==> src/rtl/boron_round_engine.sv <==
// boron_round_engine: iterative BORON-80 block encryption, one round per clock.
// Holds the 64-bit state, the 80-bit key schedule and the 5-bit round counter.
// A start/done handshake connects it to the surrounding core.

// Round-permutation stage: each 16-bit word is rotated left independently.
// Rotations are w0 by 1, w1 by 4, w2 by 7 and w3 by 9.
module boron_perm (
  input  logic [63:0] din,
  output logic [63:0] dout
);
  assign dout = {din[54:48], din[63:55],   // w3 <<< 9
                 din[40:32], din[47:41],   // w2 <<< 7
                 din[27:16], din[31:28],   // w1 <<< 4
                 din[14:0],  din[15]};     // w0 <<< 1
endmodule

module boron_round_engine #(
  parameter int ROUNDS = 25   // legal 1..31, the round constant is 5 bits wide
) (
  input  logic        clk_i,
  input  logic        rst_ni,
  input  logic        start_i,
  input  logic [63:0] pt_i,
  input  logic [79:0] key_i,
  output logic        busy_o,
  output logic        done_o,
  output logic [63:0] ct_o
);

  localparam logic [4:0] LAST_RC = 5'(ROUNDS);

  typedef enum logic [1:0] {
    IDLE = 2'b00,
    RUN  = 2'b01
  } state_t;

  state_t      state_q, state_d;
  logic [63:0] s_q;
  logic [79:0] k_q;
  logic [4:0]  rc_q;
  logic [63:0] ct_q;
  logic        busy_q, done_q;

  logic        load, step, finish;
  logic [63:0] x, y, z, s_next;
  logic [79:0] k_rot, k_next;

  function automatic logic [3:0] sbox(input logic [3:0] a);
    logic [3:0] r;
    case (a)
      4'h0: r = 4'hE;  4'h1: r = 4'h4;  4'h2: r = 4'hB;  4'h3: r = 4'h1;
      4'h4: r = 4'h7;  4'h5: r = 4'h9;  4'h6: r = 4'hC;  4'h7: r = 4'hA;
      4'h8: r = 4'hD;  4'h9: r = 4'h2;  4'hA: r = 4'h0;  4'hB: r = 4'hF;
      4'hC: r = 4'h8;  4'hD: r = 4'h5;  4'hE: r = 4'h3;  default: r = 4'h6;
    endcase
    return r;
  endfunction

  // Round function: add round key, then the 16-wide S-box layer.
  always_comb begin
    x = s_q ^ k_q[63:0];
    y = '0;
    for (int i = 0; i < 16; i++) begin
      y[4*i +: 4] = sbox(x[4*i +: 4]);
    end
  end

  boron_perm u_perm (
    .din  (y),
    .dout (z)
  );

  // Word XOR layer: o0=w0^w2, o1=w1^w3, o2=w2, o3=w3^w0.
  assign s_next = {z[63:48] ^ z[15:0],
                   z[47:32],
                   z[31:16] ^ z[63:48],
                   z[15:0]  ^ z[47:32]};

  // Key schedule runs alongside the round: rotate, S-box low nibble, add rc.
  always_comb begin
    k_rot          = {k_q[66:0], k_q[79:67]};
    k_next         = k_rot;
    k_next[3:0]    = sbox(k_rot[3:0]);
    k_next[63:59]  = k_rot[63:59] ^ rc_q;
  end

  // Next-state and control decode; unknown encodings fall back to IDLE.
  always_comb begin
    state_d = state_q;
    load    = 1'b0;
    step    = 1'b0;
    finish  = 1'b0;
    case (state_q)
      IDLE: begin
        if (start_i) begin
          load    = 1'b1;
          state_d = RUN;
        end
      end
      RUN: begin
        step = 1'b1;
        if (rc_q == LAST_RC) begin
          finish  = 1'b1;
          state_d = IDLE;
        end
      end
      default: state_d = IDLE;
    endcase
  end

  // State, key, counter and output registers; reset clears everything.
  always_ff @(posedge clk_i) begin
    if (!rst_ni) begin
      state_q <= IDLE;
      busy_q  <= 1'b0;
      done_q  <= 1'b0;
      s_q     <= '0;
      k_q     <= '0;
      rc_q    <= '0;
      ct_q    <= '0;
    end else begin
      state_q <= state_d;
      busy_q  <= (state_d == RUN);
      done_q  <= finish;
      if (load) begin
        s_q  <= pt_i;
        k_q  <= key_i;
        rc_q <= 5'd1;
      end else if (step) begin
        s_q  <= s_next;
        k_q  <= k_next;
        rc_q <= rc_q + 5'd1;
      end
      if (finish) begin
        ct_q <= s_next ^ k_next[63:0];
      end
    end
  end

  assign busy_o = busy_q;
  assign done_o = done_q;
  assign ct_o   = ct_q;

endmodule

==> config.mk <==
export PLATFORM = sky130hd
export DESIGN_NAME = boron_round_engine
export DESIGN_NICKNAME = d
export VERILOG_FILES = /design/src/rtl/boron_round_engine.sv
export SDC_FILE = /design/constraint.sdc
export NUM_CORES = 1
export LEC_CHECK = 0
export ABC_AREA = 1
export BUFFER_PORTS_ARGS = -buffer_cell sky130_fd_sc_hd__buf_2
export CORE_UTILIZATION = 55
export CTS_CLUSTER_SIZE = 28
export DETAILED_ROUTE_END_ITERATION = 7
export GPL_TIMING_DRIVEN = 1
export MAX_ROUTING_LAYER = met4
export PLACE_DENSITY = 0.77
export SETUP_SLACK_MARGIN = 0.1
export SLEW_MARGIN = 20
export SYNTH_ARGS = -nofsm -noshare
export SYNTH_HDL_FRONTEND = slang
export SYNTH_SLANG_ARGS = --single-unit
==> constraint.sdc <==
create_clock -name clk_i -period 4.56 [get_ports clk_i]
set_input_delay 0.912 -clock clk_i [delete_from_list [all_inputs] [get_ports clk_i]]
set_output_delay 0.912 -clock clk_i [all_outputs]
set_load 0.02 [all_outputs]
==> results of run 1 <==
==> layout by cell type (no fill, tap or decap), types with 2 or more instances in the layout <==
master and n:
sky130_fd_sc_hd__nand2_2 4, sky130_fd_sc_hd__nand3_1 332, sky130_fd_sc_hd__o21ai_1 93, sky130_fd_sc_hd__clkinv_2 5, sky130_fd_sc_hd__clkbuf_8 4, sky130_fd_sc_hd__xnor2_1 13
sky130_fd_sc_hd__clkbuf_1 8, sky130_fd_sc_hd__buf_4 14, sky130_fd_sc_hd__diode_2 2, sky130_fd_sc_hd__o21ai_0 140, sky130_fd_sc_hd__buf_12 3, sky130_fd_sc_hd__nor2_1 179
sky130_fd_sc_hd__a21oi_1 130, sky130_fd_sc_hd__nand4_1 2, sky130_fd_sc_hd__xor2_1 7, sky130_fd_sc_hd__buf_2 212, sky130_fd_sc_hd__nand2_1 962, sky130_fd_sc_hd__ha_1 34
sky130_fd_sc_hd__nand3b_1 5, sky130_fd_sc_hd__xnor2_2 13, sky130_fd_sc_hd__inv_1 388, sky130_fd_sc_hd__bufinv_16 3, sky130_fd_sc_hd__inv_2 19, sky130_fd_sc_hd__inv_6 2
sky130_fd_sc_hd__clkbuf_16 27, sky130_fd_sc_hd__dfxtp_1 221, sky130_fd_sc_hd__a31oi_1 2, sky130_fd_sc_hd__o211ai_1 6
==> stage by stage <==
| stage | hold slack, ns | util | power (mW) | cell area [sq um] |
|---|---|---|---|---|
| final | 0.5173 | 0.6408 | 7.353 | 17320 |
| after global routing | 0.5315 | 0.6407 | 7.764 | 17320 |
| after CTS | 0.5129 | 0.6406 | 7.266 | 17310 |
| after detailed placement | 0.4945 | 0.6082 | 5.097 | 16440 |
| after global placement | 0.4914 | 0.6082 | 5.052 | 16440 |
| after floorplan | 0.4860 | - | 4.176 | 15230 |
==> registers in the layout (all words and copies together) (netlist names) <==
signal   flops
k_q         80
ct_o        64
s_q         64
rc_q         5
k_next       4
state_q      2
busy_o       1
done_o       1
==> worst paths after layout <==
path / start / slack [ns] / end
max reg2reg: k_q[33]$_SDFFE_PN0N_ / 1.62 / ct_o[7]$_SDFFE_PN0P_
max: k_q[33]$_SDFFE_PN0N_ / 1.62 / ct_o[7]$_SDFFE_PN0P_
min reg2reg: ct_o[34]$_SDFFE_PN0P_ / 0.52 / ct_o[34]$_SDFFE_PN0P_
min: ct_o[34]$_SDFFE_PN0P_ / 0.52 / ct_o[34]$_SDFFE_PN0P_
==> area by class of cell <==
type,count,area share
Clock buffer,39,0.04393
Sequential cell,221,0.2555
Inverter,410,0.08959
Antenna cell,2,0.0002890
Timing Repair Buffer,229,0.07080
Tap cell,341,0.02464
Clock inverter,8,0.006647
Multi-Input combinational cell,1933,0.5086
==> metal layers <==
layer	vias to the layer above	part of all wire	global-route usage	wire [microns]
li1	8616	-	-	-
met1	7876	0.41	0.5130	23090
met2	828	0.44	0.6156	24630
met3	156	0.094	0.05101	5287
met4	0	0.056	0.2119	3174
met5	-	0	-	0
==> report_power, final <==
group,internal (mW),switching (mW)
Sequential,2.07,0.126
Combinational,0.842,2.13
Clock,1.31,0.876
==> cells in the mapped netlist (13+ instances only) <==
library cell	n
sky130_fd_sc_hd__nand2_1	962
sky130_fd_sc_hd__inv_1	388
sky130_fd_sc_hd__nand3_1	332
sky130_fd_sc_hd__dfxtp_1	221
sky130_fd_sc_hd__nor2_1	180
sky130_fd_sc_hd__o21ai_0	140
sky130_fd_sc_hd__a21oi_1	130
sky130_fd_sc_hd__o21ai_1	93
sky130_fd_sc_hd__clkbuf_1	49
sky130_fd_sc_hd__ha_1	34
sky130_fd_sc_hd__buf_2	32
sky130_fd_sc_hd__inv_2	20
sky130_fd_sc_hd__xnor2_1	13
sky130_fd_sc_hd__xnor2_2	13
==> cell families after synthesis <==
logic type / count (synthesis) / synth area share
AND/OR/NAND/NOR: 1490 / 0.3986
buffers and inverters: 509 / 0.1319
AO/OA/AOI/OAI: 375 / 0.1256
flip-flops: 221 / 0.2904
adder cells (fa/ha/maj): 34 / 0.02792
XOR/XNOR: 33 / 0.02538
other: 1 / 0.0002462
==> worst max-delay path, stage by stage, from the launching register on <==
cell and delay, ns:
sky130_fd_sc_hd__dfxtp_1 0.35, sky130_fd_sc_hd__inv_1 0.10, sky130_fd_sc_hd__nand2_1 0.09, sky130_fd_sc_hd__nand2_1 0.09
sky130_fd_sc_hd__ha_1 0.33, sky130_fd_sc_hd__nand2_1 0.12, sky130_fd_sc_hd__nand2_1 0.08, sky130_fd_sc_hd__o21ai_0 0.98
sky130_fd_sc_hd__nand2_1 0.34, sky130_fd_sc_hd__nand3_1 0.16, sky130_fd_sc_hd__nand3_1 0.08, sky130_fd_sc_hd__nand2_1 0.08
sky130_fd_sc_hd__inv_1 0.04
==> parameters.txt, run 1 <==
Parameter                              Value

Routing
  Post-route DRC ... 0
  Vias after detailed routing ... 17480
  Detail-routed net length per standard cell ... 17.65 microns
  Antenna viol nets, final ... 0
  Number of DRC markers after the initial detailed-route iteration ... around 2000
  Total wire length after detailed routing ... 56.19 mm
  DRT Pass-1 Iters ... 7
  Via density ... 5.490

Power and ir drop
  P_leak ... 9.909 nW
  Worst VDD drop ... 296.2 uV
  Cell area power density ... about 420 mW/mm^2

Timing
  Final hold vios ... 0
  Final period utilization ... 0.6438
  Sum of negative setup slack ... 0 ns
  Final setup fails ... 0
  Final Worst Setup Slack ... roughly 1.6 ns
  Min Clock Period, post-route ... 2.936 ns
  Actual transition at the worst max-transition pin ... 1.280 ns
  Timing-limited maximum frequency ... 340.6 MHz
  Final Slew Violations ... 0
  Setup repair after global routing missed its margin ... no
  Slew Limit Headroom ... 0.1378
  Clock tree skew after final layout ... 0.008107 ns

Cells and area
  Total area of multi-input combinational cells ... about 0.0088 sq mm
  Relative area change from synthesis to final layout ... 13.67%
  # fillers ... around 2600
  Share of final-layout standard cells stronger than drive strength 1 ... 0.1099
  Non-filler instance count after layout ... 3183
  Combined flip-flop and latch cell area ... 0.004424 sq mm
  Number of nets at the end of the flow ... approximately 3000

Setup path
  Crit path launch type ... flip-flop
  Worst setup path category ... reg -> reg
  Highest net fanout along the worst path ... 4
  Endpoint required time on the critical path ... 5.01 ns
  Crit path capture type ... flip-flop
  Logic depth of the worst register-to-register path ... 12
  Data arrival at the endpoint of the critical path ... approximately 3.4 ns

Synthesis
  Syn_area_per_cell ... 5.721 sq um
  Area contributors post-synth ... sky130_fd_sc_hd__dfxtp_1 29%, sky130_fd_sc_hd__nand2_1 24%, sky130_fd_sc_hd__nand3_1 11%
  Number of distinct standard cells referenced by the synthesized netlist ... 35
  Primary FF master, synth ... sky130_fd_sc_hd__dfxtp_1
  Share of flip-flops with an asynchronous set or reset after synthesis ... 0
  Warnings from Yosys ... 0
  Post-synthesis net count ... 2844
  Yosys top cell area share ... 0.2904
  Cells after Synth ... about 2700
  Flop and latch count out of synthesis ... roughly 220
  Fraction of the yosys area taken by sequential cells ... 0.2904
  Post-synthesis instance area ... 0.01523 sq mm
  Number of flops mapped to enable cells by yosys ... 0
  Area leader, netlist ... sky130_fd_sc_hd__dfxtp_1

Floorplanning
  DIE HEIGHT ... 168.4 microns
  Core Region ... between 0.02 and 0.03 sq mm
  Count of pins on the block boundary ... 213
  Initial cell density of the core ... 0.5637
  Number of rows in the core area ... 60
  DIE WIDTH ... 168.4 microns
  Die Footprint ... 0.02837 sq mm

Clocking
  Clock sink total ... 221
  Clock root buffer ... sky130_fd_sc_hd__clkbuf_16
  Clock buffer depth ... 3
  H-tree levels ... 1
  Post-CTS Setup Repair Bufs ... 0
  PostCTS Resize Cnt ... 0
  Hold buffer count at CTS ... 0
  Cts bufs inserted ... 26
  Clock latency of the later-clocked register in the worst-skew pair ... approximately 0.55 ns
  TritonCTS clock tree ... yes
  Clock transition at the registers of the reported paths ... 0.06 ns

Global routing
  Maximum number of pins on one net before global-route repair ... 197
  Vias in the first global route ... around 15000
  Global-route wire length before repair ... 84.35 mm
  GRT Util Overall ... 0.4003
  Remaining global-route overflow ... 0
  Number of antenna violations at the first check in global routing ... 1

Place
  PortBufs ... 212
  Gpl congestion ... 1.038
  Placement Setup Slack ... roughly 1.6 ns
  HPWL Detailed ... 43.16 mm
  Cells after DPL ... 3134

Job
  Number of max-cap violations ... 0

Min path
  Hold crit path type ... reg -> reg
  Hold depth ... 2

Run status
  Status ... complete, no violations
No activity file was read; power rests on OpenSTA's default activity.
==> run 2, diff against run 1 <==
- ABC_AREA: 1 -> 0
- CORE_UTILIZATION: 55 -> 52
- PLACE_DENSITY: 0.77 -> 0.78
- clock period: 4.56 -> 2.54 ns (I/O delays scaled with it)
==> run 2 against run 1 <==
  * Sequential power rose by 91%
  * Critical path depth fell by 4
  * Clock power rose by 77%
  * Non-clock buffer count rose by 79
  * Via count fell by 28%
  * Combinational power rose to 2.6 times the previous value
  * Synthesized cell count fell by 43%
  * Utilization rose by 2.2 points
  * Setup slack got worse by 1.5 ns
  * Routed wire length fell by 16%
  * Register-to-register slack got worse by 1.5 ns
  * Total power rose by 110%
  * Largest cell class unchanged
==> parameters.txt, run 2 <==
Parameter                              Value

Routing
  Antenna viol nets, final ... 0
  DRT Pass-1 Iters ... 5
  Via density ... between 6 and 7
  Post-route DRC ... 0
  Vias after detailed routing ... 12650
  Detail-routed net length per standard cell ... 22.64 microns
  Number of DRC markers after the initial detailed-route iteration ... 1599
  Total wire length after detailed routing ... 46.95 mm

Synthesis
  Fraction of the yosys area taken by sequential cells ... 0.3470
  Primary FF master, synth ... sky130_fd_sc_hd__dfxtp_1
  Yosys top cell area share ... 0.3470
  Warnings from Yosys ... 0
  Post-synthesis net count ... between 1500 and 2000
  Number of flops mapped to enable cells by yosys ... 0
  Flop and latch count out of synthesis ... 221
  Number of distinct standard cells referenced by the synthesized netlist ... approximately 50
  Cells after Synth ... 1515
  Post-synthesis instance area ... roughly 0.013 sq mm
  Most used standard cell by instance count after synthesis ... sky130_fd_sc_hd__dfxtp_1
  Area leader, netlist ... sky130_fd_sc_hd__dfxtp_1
  Syn_area_per_cell ... about 8.4 sq um
  Share of flip-flops with an asynchronous set or reset after synthesis ... 0
  Leading cell types by count after synthesis ... 221 x sky130_fd_sc_hd__dfxtp_1, 206 x sky130_fd_sc_hd__nand2_1, 175 x sky130_fd_sc_hd__nor2_1
  Area contributors post-synth ... sky130_fd_sc_hd__dfxtp_1 35%, sky130_fd_sc_hd__xnor2_1 7.6%, sky130_fd_sc_hd__nand2_1 6.1%

Min path
  Hold crit path type ... in -> reg

Power and ir drop
  Post-layout total power ... between 15 and 20 mW
  P_leak ... 6.697 nW
  Worst VDD drop ... 513.8 uV
  Cell area power density ... 996.2 mW/mm^2

Setup path
  Worst reg2reg setup slack ... 0.12 ns
  Endpoint required time on the critical path ... 2.98 ns
  Highest net fanout along the worst path ... 4
  Critical Path Most Common Cell ... sky130_fd_sc_hd__mux2i_1
  Worst setup path category ... reg -> reg
  Crit-path cells ... xor2_1, inv_1, ha_1, mux2i_1, mux2i_1, xor2_2, nor2_1, o31ai_1
  Crit path launch type ... flip-flop
  Data arrival at the endpoint of the critical path ... 2.86 ns
  Crit path capture type ... flip-flop
  Library cell contributing the largest single delay on the critical path ... sky130_fd_sc_hd__mux2i_1
  Delay contributed by the slowest stage of the critical path ... 0.44 ns

Cells and area
  Final core occ ... 0.6629
  Biggest register ... k_q
  Flip-flop count of the largest register after layout ... 80
  Relative area change from synthesis to final layout ... 23.49%
  Leading cell type in the layout, fill and taps excluded ... sky130_fd_sc_hd__dfxtp_1
  Number of nets at the end of the flow ... 1919
  Share of final-layout standard cells stronger than drive strength 1 ... 0.2513
  Leading cell types in the layout, fill and taps excluded ... 218 x sky130_fd_sc_hd__dfxtp_1, 211 x sky130_fd_sc_hd__buf_2, 206 x sky130_fd_sc_hd__nand2_1, 174 x sky130_fd_sc_hd__nor2_1, 99 x sky130_fd_sc_hd__xnor2_1
  Final antenna diode count ... 0
  Non-filler instance count after layout ... 2074

Run status
  Status ... complete, no violations

Place
  PortBufs ... 212
  HPWL Detailed ... 35.12 mm
  Cells after DPL ... 2029
  Gpl congestion ... 0.9797

Global routing
  GRT Util Overall ... 0.3751
  Remaining global-route overflow ... 0
  Number of antenna violations at the first check in global routing ... 1
  Vias in the first global route ... 11480
  Global-route wire length before repair ... 67.27 mm
  Maximum number of pins on one net before global-route repair ... 91

Timing
  Final Slew Violations ... 0
  Slew Limit Headroom ... 0.4773
  Timing-limited maximum frequency ... 413.2 MHz
  Final hold vios ... 0
  Hold_ws ... 0.2332 ns
  Setup repair after global routing missed its margin ... no
  Sum of negative setup slack ... 0 ns
  Final setup fails ... 0
  Min Clock Period, post-route ... ~2.4 ns
  Clock tree skew after final layout ... 0.01748 ns
  Final period utilization ... 0.9528
  Actual transition at the worst max-transition pin ... 0.7784 ns

Floorplanning
  Die Footprint ... ~0.025 sq mm
  DIE HEIGHT ... 158.6 microns
  Initial cell density of the core ... 0.5368
  DIE WIDTH ... 158.6 microns
  Core Region ... around 0.024 sq mm
  Number of rows in the core area ... 56
  Count of pins on the block boundary ... 213

Clocking
  Clock transition at the registers of the reported paths ... ~0.060 ns
  Clock buffer depth ... 3
  Cts bufs inserted ... 25
  Hold buffer count at CTS ... 0
  Clock root buffer ... sky130_fd_sc_hd__clkbuf_16
  Clock latency of the later-clocked register in the worst-skew pair ... 0.54 ns
  TritonCTS clock tree ... yes
  H-tree levels ... 1
  Clock sink total ... 221

Job
  Number of max-cap violations ... 0
## run 2: through the flow
stage / setup slack (ns) / instance area [sq um]
after floorplan: 0.3155 / 12750
after global placement: 0.1293 / 14630
after detailed placement: 0.04782 / 14630
after CTS: 0.08477 / 15520
after global routing: 0.02824 / 15750
final: 0.1199 / 15750
## run 2: path summary, 6_finish.rpt
path	end	startpoint	cells past startpoint
hold reg to reg	ct_o[44]$_SDFFE_PN0P_	ct_o[44]$_SDFFE_PN0P_	2
setup / recovery	s_q[58]$_SDFFE_PN0N_	k_q[8]$_SDFFE_PN0N_	8
setup reg to reg	s_q[58]$_SDFFE_PN0N_	k_q[8]$_SDFFE_PN0N_	8
hold / removal	s_q[35]$_SDFFE_PN0N_	pt_i[35]	3
## run 2: report_power, final
group | switching [mW] | internal [mW] | total [mW]
Sequential | 0.392 | 3.78 | 4.18
Combinational | 4.38 | 3.26 | 7.64
Clock | 1.52 | 2.35 | 3.87
Total | 6.29 | 9.39 | 15.7
## run 2: worst max-delay path: cells and delay by family (launching register included)
kind / cells / cell delay, ns
buffers and inverters: 1 / 0.15
flip-flops: 1 / 0.35
AND/OR/NAND/NOR: 1 / 0.08
multiplexers: 2 / 0.56
XOR/XNOR: 2 / 0.61
AO/OA/AOI/OAI: 1 / 0.21
adder cells (fa/ha/maj): 1 / 0.37
## run 2: cell type report
| type | instances | area [sq um] |
|---|---|---|
| Fill cell | 1950 | 8008 |
| Multi-Input combinational cell | 1133 | 7966 |
| Sequential cell | 221 | 4428 |
| Timing Repair Buffer | 308 | 1897 |
| Clock buffer | 32 | 701.9 |
| Tap cell | 319 | 399.1 |
| Inverter | 49 | 185.2 |
| Clock inverter | 12 | 167.7 |
## run 2: cell families (layout without fill, tap and decap cells)
logic type / after synthesis / in the layout / synth area share
AO/OA/AOI/OAI: 316 / 316 / 0.1657
XOR/XNOR: 197 / 197 / 0.1474
adder cells (fa/ha/maj): 34 / 34 / 0.03337
buffers and inverters: 161 / 401 / 0.04946
flip-flops: 221 / 221 / 0.3470
multiplexers: 97 / 97 / 0.09578
other: 1 / 1 / 0.0002941
AND/OR/NAND/NOR: 488 / 488 / 0.1610
## run 2: per-layer routing
layer | global-route usage | wire, microns | vias to the layer above
met5 | - | 0 | -
met2 | 0.5739 | 20860 | 772
li1 | - | - | 5722
met3 | 0.06206 | 5103 | 144
met4 | 0.1717 | 2479 | 0
met1 | 0.4845 | 18500 | 6011
## run 2: timing repair
| item | in CTS | in global routing |
|---|---|---|
| cloned | 0 | 0 |
| setup buffers | 0 | 1 |
| pin swaps | 0 | 3 |
| endpoints found under the setup margin | 5 | 39 |
| resized for setup | 5 | 33 |
==> run 3, diff against run 2 <==
- ABC_AREA: 0 -> 1
- CORE_UTILIZATION: 52 -> 53
- PLACE_DENSITY: 0.78 -> 0.77
==> run 3 against run 2 <==
  * Die area is 17% higher
  * Flip-flop and latch count stayed put
  * Critical path depth is 6 higher
  * Clock power is 2% lower
  * Cell area is 11% higher
  * Sequential power is 6.0% lower
  * Non-clock buffer count is 64 lower
  * Clock-buffer cell count is 8 higher
  * Register-to-register slack better by 0.13 ns
  * Total power is 16% lower
  * First-iteration DRC count is 27% higher
==> parameters.txt, run 3 (same netlist as run 1, synthesis figures left out) <==
Parameter                              Value

Clocking
  Clock latency of the later-clocked register in the worst-skew pair ... roughly 0.54 ns
  Cts bufs inserted ... 26
  H-tree levels ... 1
  Clock sink total ... 221
  PostCTS Resize Cnt ... 0
  Hold buffer count at CTS ... 0
  Clock root buffer ... sky130_fd_sc_hd__clkbuf_16
  Clock transition at the registers of the reported paths ... approximately 0.060 ns
  TritonCTS clock tree ... yes
  Clock buffer depth ... 3
  Post-CTS Setup Repair Bufs ... 0

Timing
  Actual transition at the worst max-transition pin ... around 0.94 ns
  Clock tree skew after final layout ... 0.01016 ns
  Setup repair after global routing missed its margin ... no
  Min Clock Period, post-route ... 2.290 ns
  Slew Limit Headroom ... 0.3714
  Final setup fails ... 0
  Sum of negative setup slack ... 0 ns
  Final Slew Violations ... 0
  Final period utilization ... 0.9017
  Timing-limited maximum frequency ... ~440 MHz
  Final hold vios ... 0

Routing
  Antenna viol nets, final ... 0
  Post-route DRC ... 0
  Total wire length after detailed routing ... ~58 mm
  DRT Pass-1 Iters ... 7
  Via density ... 5.433
  Number of DRC markers after the initial detailed-route iteration ... between 2000 and 2500
  Vias after detailed routing ... ~18000
  Detail-routed net length per standard cell ... around 18 microns

Setup path
  Critical Path Most Common Cell ... sky130_fd_sc_hd__nand2_1
  Crit-path cells ... inv_1, nand2_1, nand2_1, ha_1, nand2_1, nand2_1, nand2_1, nand2_1, inv_1, nand2_1, nand3_1, nand3_1, nand2_1, inv_1
  Data arrival at the endpoint of the critical path ... 2.73 ns
  Worst setup path category ... reg -> reg
  Delay contributed by the slowest stage of the critical path ... about 0.37 ns
  Library cell contributing the largest single delay on the critical path ... sky130_fd_sc_hd__dfxtp_1
  Endpoint required time on the critical path ... 2.98 ns
  Crit path capture type ... flip-flop
  Highest net fanout along the worst path ... 4
  Crit path launch type ... flip-flop

Cells and area
  Flip-flop count of the largest register after layout ... 80
  Leading cell type in the layout, fill and taps excluded ... sky130_fd_sc_hd__nand2_1
  Final core occ ... 0.6257
  Leading cell types in the layout, fill and taps excluded ... 962 x sky130_fd_sc_hd__nand2_1, 388 x sky130_fd_sc_hd__inv_1, 332 x sky130_fd_sc_hd__nand3_1, 221 x sky130_fd_sc_hd__dfxtp_1, 212 x sky130_fd_sc_hd__buf_2
  Share of final-layout standard cells stronger than drive strength 1 ... 0.1149
  Relative area change from synthesis to final layout ... 15.04%
  Number of nets at the end of the flow ... 3017
  Biggest register ... k_q
  # fillers ... 2791

Global routing
  Maximum number of pins on one net before global-route repair ... between 150 and 200
  Number of antenna violations at the first check in global routing ... 2
  Vias in the first global route ... 15300
  GRT Util Overall ... 0.4041
  Global-route wire length before repair ... 86.51 mm
  Remaining global-route overflow ... 0

Power and ir drop
  Clock power frac ... 0.288
  Internal power consumption ... 7.535 mW
  Net Sw Power ... 5.701 mW
  P_leak ... approximately 10 nW
  Worst VDD drop ... 638.9 uV
  Part of the power in registers ... 0.297
  Gate power share ... 0.415
  Switch share ... 0.4307
  Cell area power density ... ~760 mW/mm^2

Min path
  Hold crit path type ... in -> reg

Floorplanning
  Core Region ... around 0.028 sq mm
  DIE WIDTH ... ~170 microns
  Number of rows in the core area ... 61
  DIE HEIGHT ... between 150 and 200 microns
  Initial cell density of the core ... 0.5439
  Count of pins on the block boundary ... 213
  Die Footprint ... 0.02943 sq mm

Job
  Number of max-cap violations ... 0

Run status
  Status ... complete, no violations

Place
  HPWL Detailed ... 45.11 mm
  PortBufs ... between 200 and 250
  Gpl congestion ... 1.078
-- run 3: cell count changes in the layout (fill, tap and decap cells not counted), moves of 31 or more --
cell	delta
sky130_fd_sc_hd__nand2_1	+756
sky130_fd_sc_hd__mux2i_1	-58
sky130_fd_sc_hd__o21ai_1	+94
sky130_fd_sc_hd__a211oi_1	-31
sky130_fd_sc_hd__inv_1	+340
sky130_fd_sc_hd__xor2_1	-52
sky130_fd_sc_hd__o21ai_0	+85
sky130_fd_sc_hd__a311oi_1	-77
sky130_fd_sc_hd__nand3_1	+279
sky130_fd_sc_hd__xnor2_1	-86
sky130_fd_sc_hd__a21oi_1	+35
sky130_fd_sc_hd__buf_4	-65
-- run 3: per-stage QoR --
stage	cells	hold WS [ns]	instance area, sq um	total power, mW	setup slack [ns]
floorplan	2663	0.4860	15230	7.497	0.6850
global placement	3186	0.4846	16670	9.255	0.3534
detailed placement	3186	0.4879	16670	9.304	0.3160
CTS	3233	0.2528	17520	13.07	0.2876
global route	3235	0.2879	17530	13.94	0.1225
finish	3235	0.2647	17530	13.24	0.2498
-- run 3: layer usage --
layer	routed length, microns	part of all wire	global-route usage
met2	25580	0.44	0.6131
met5	0	0	-
met3	5695	0.097	0.05936
met1	24340	0.42	0.5306
met4	2828	0.048	0.1809
-- run 3: layout make-up --
cell class              instances  area, sq um  area share
inverters                     410         1554     0.08867
diodes                          2        5.005   0.0002856
multi-input cells            1933         8808      0.5026
well taps                     378        473.0     0.02699
clock inverters                 7        62.56    0.003570
repair buffers                244         1414     0.08067
clock buffers                  40        784.5     0.04476
flip-flops and latches        221         4424      0.2524
-- run 3: path summary, 6_finish.rpt --
path                    startpoint               endpoint  slack [ns]  cells after the start
min                      key_i[65]   k_q[65]$_SDFFE_PN0N_        0.26                      5
max reg2reg   k_q[36]$_SDFFE_PN0N_   s_q[13]$_SDFFE_PN0N_        0.25                     14
min reg2reg  ct_o[42]$_SDFFE_PN0P_  ct_o[42]$_SDFFE_PN0P_        0.51                      2
max           k_q[36]$_SDFFE_PN0N_   s_q[13]$_SDFFE_PN0N_        0.25                     14
-- run 3: critical path: cells and delay by family, from the launching register on --
family	cells	cell delay [ns]
buffers and inverters	3	0.37
and+or+nand+nor	10	1.13
DFF	1	0.37
adders and majority gates	1	0.32
-- run 3: power groups by stage --
stage / Sequential (mW) / Clock (mW) / Combinational [mW]
after detailed placement: 4.00 / 0 / 5.31
after floorplan: 3.93 / 0 / 3.57
after global placement: 3.99 / 0 / 5.26
after CTS: 3.93 / 3.81 / 5.33
after global routing: 3.95 / 3.93 / 6.05
final: 3.93 / 3.81 / 5.50
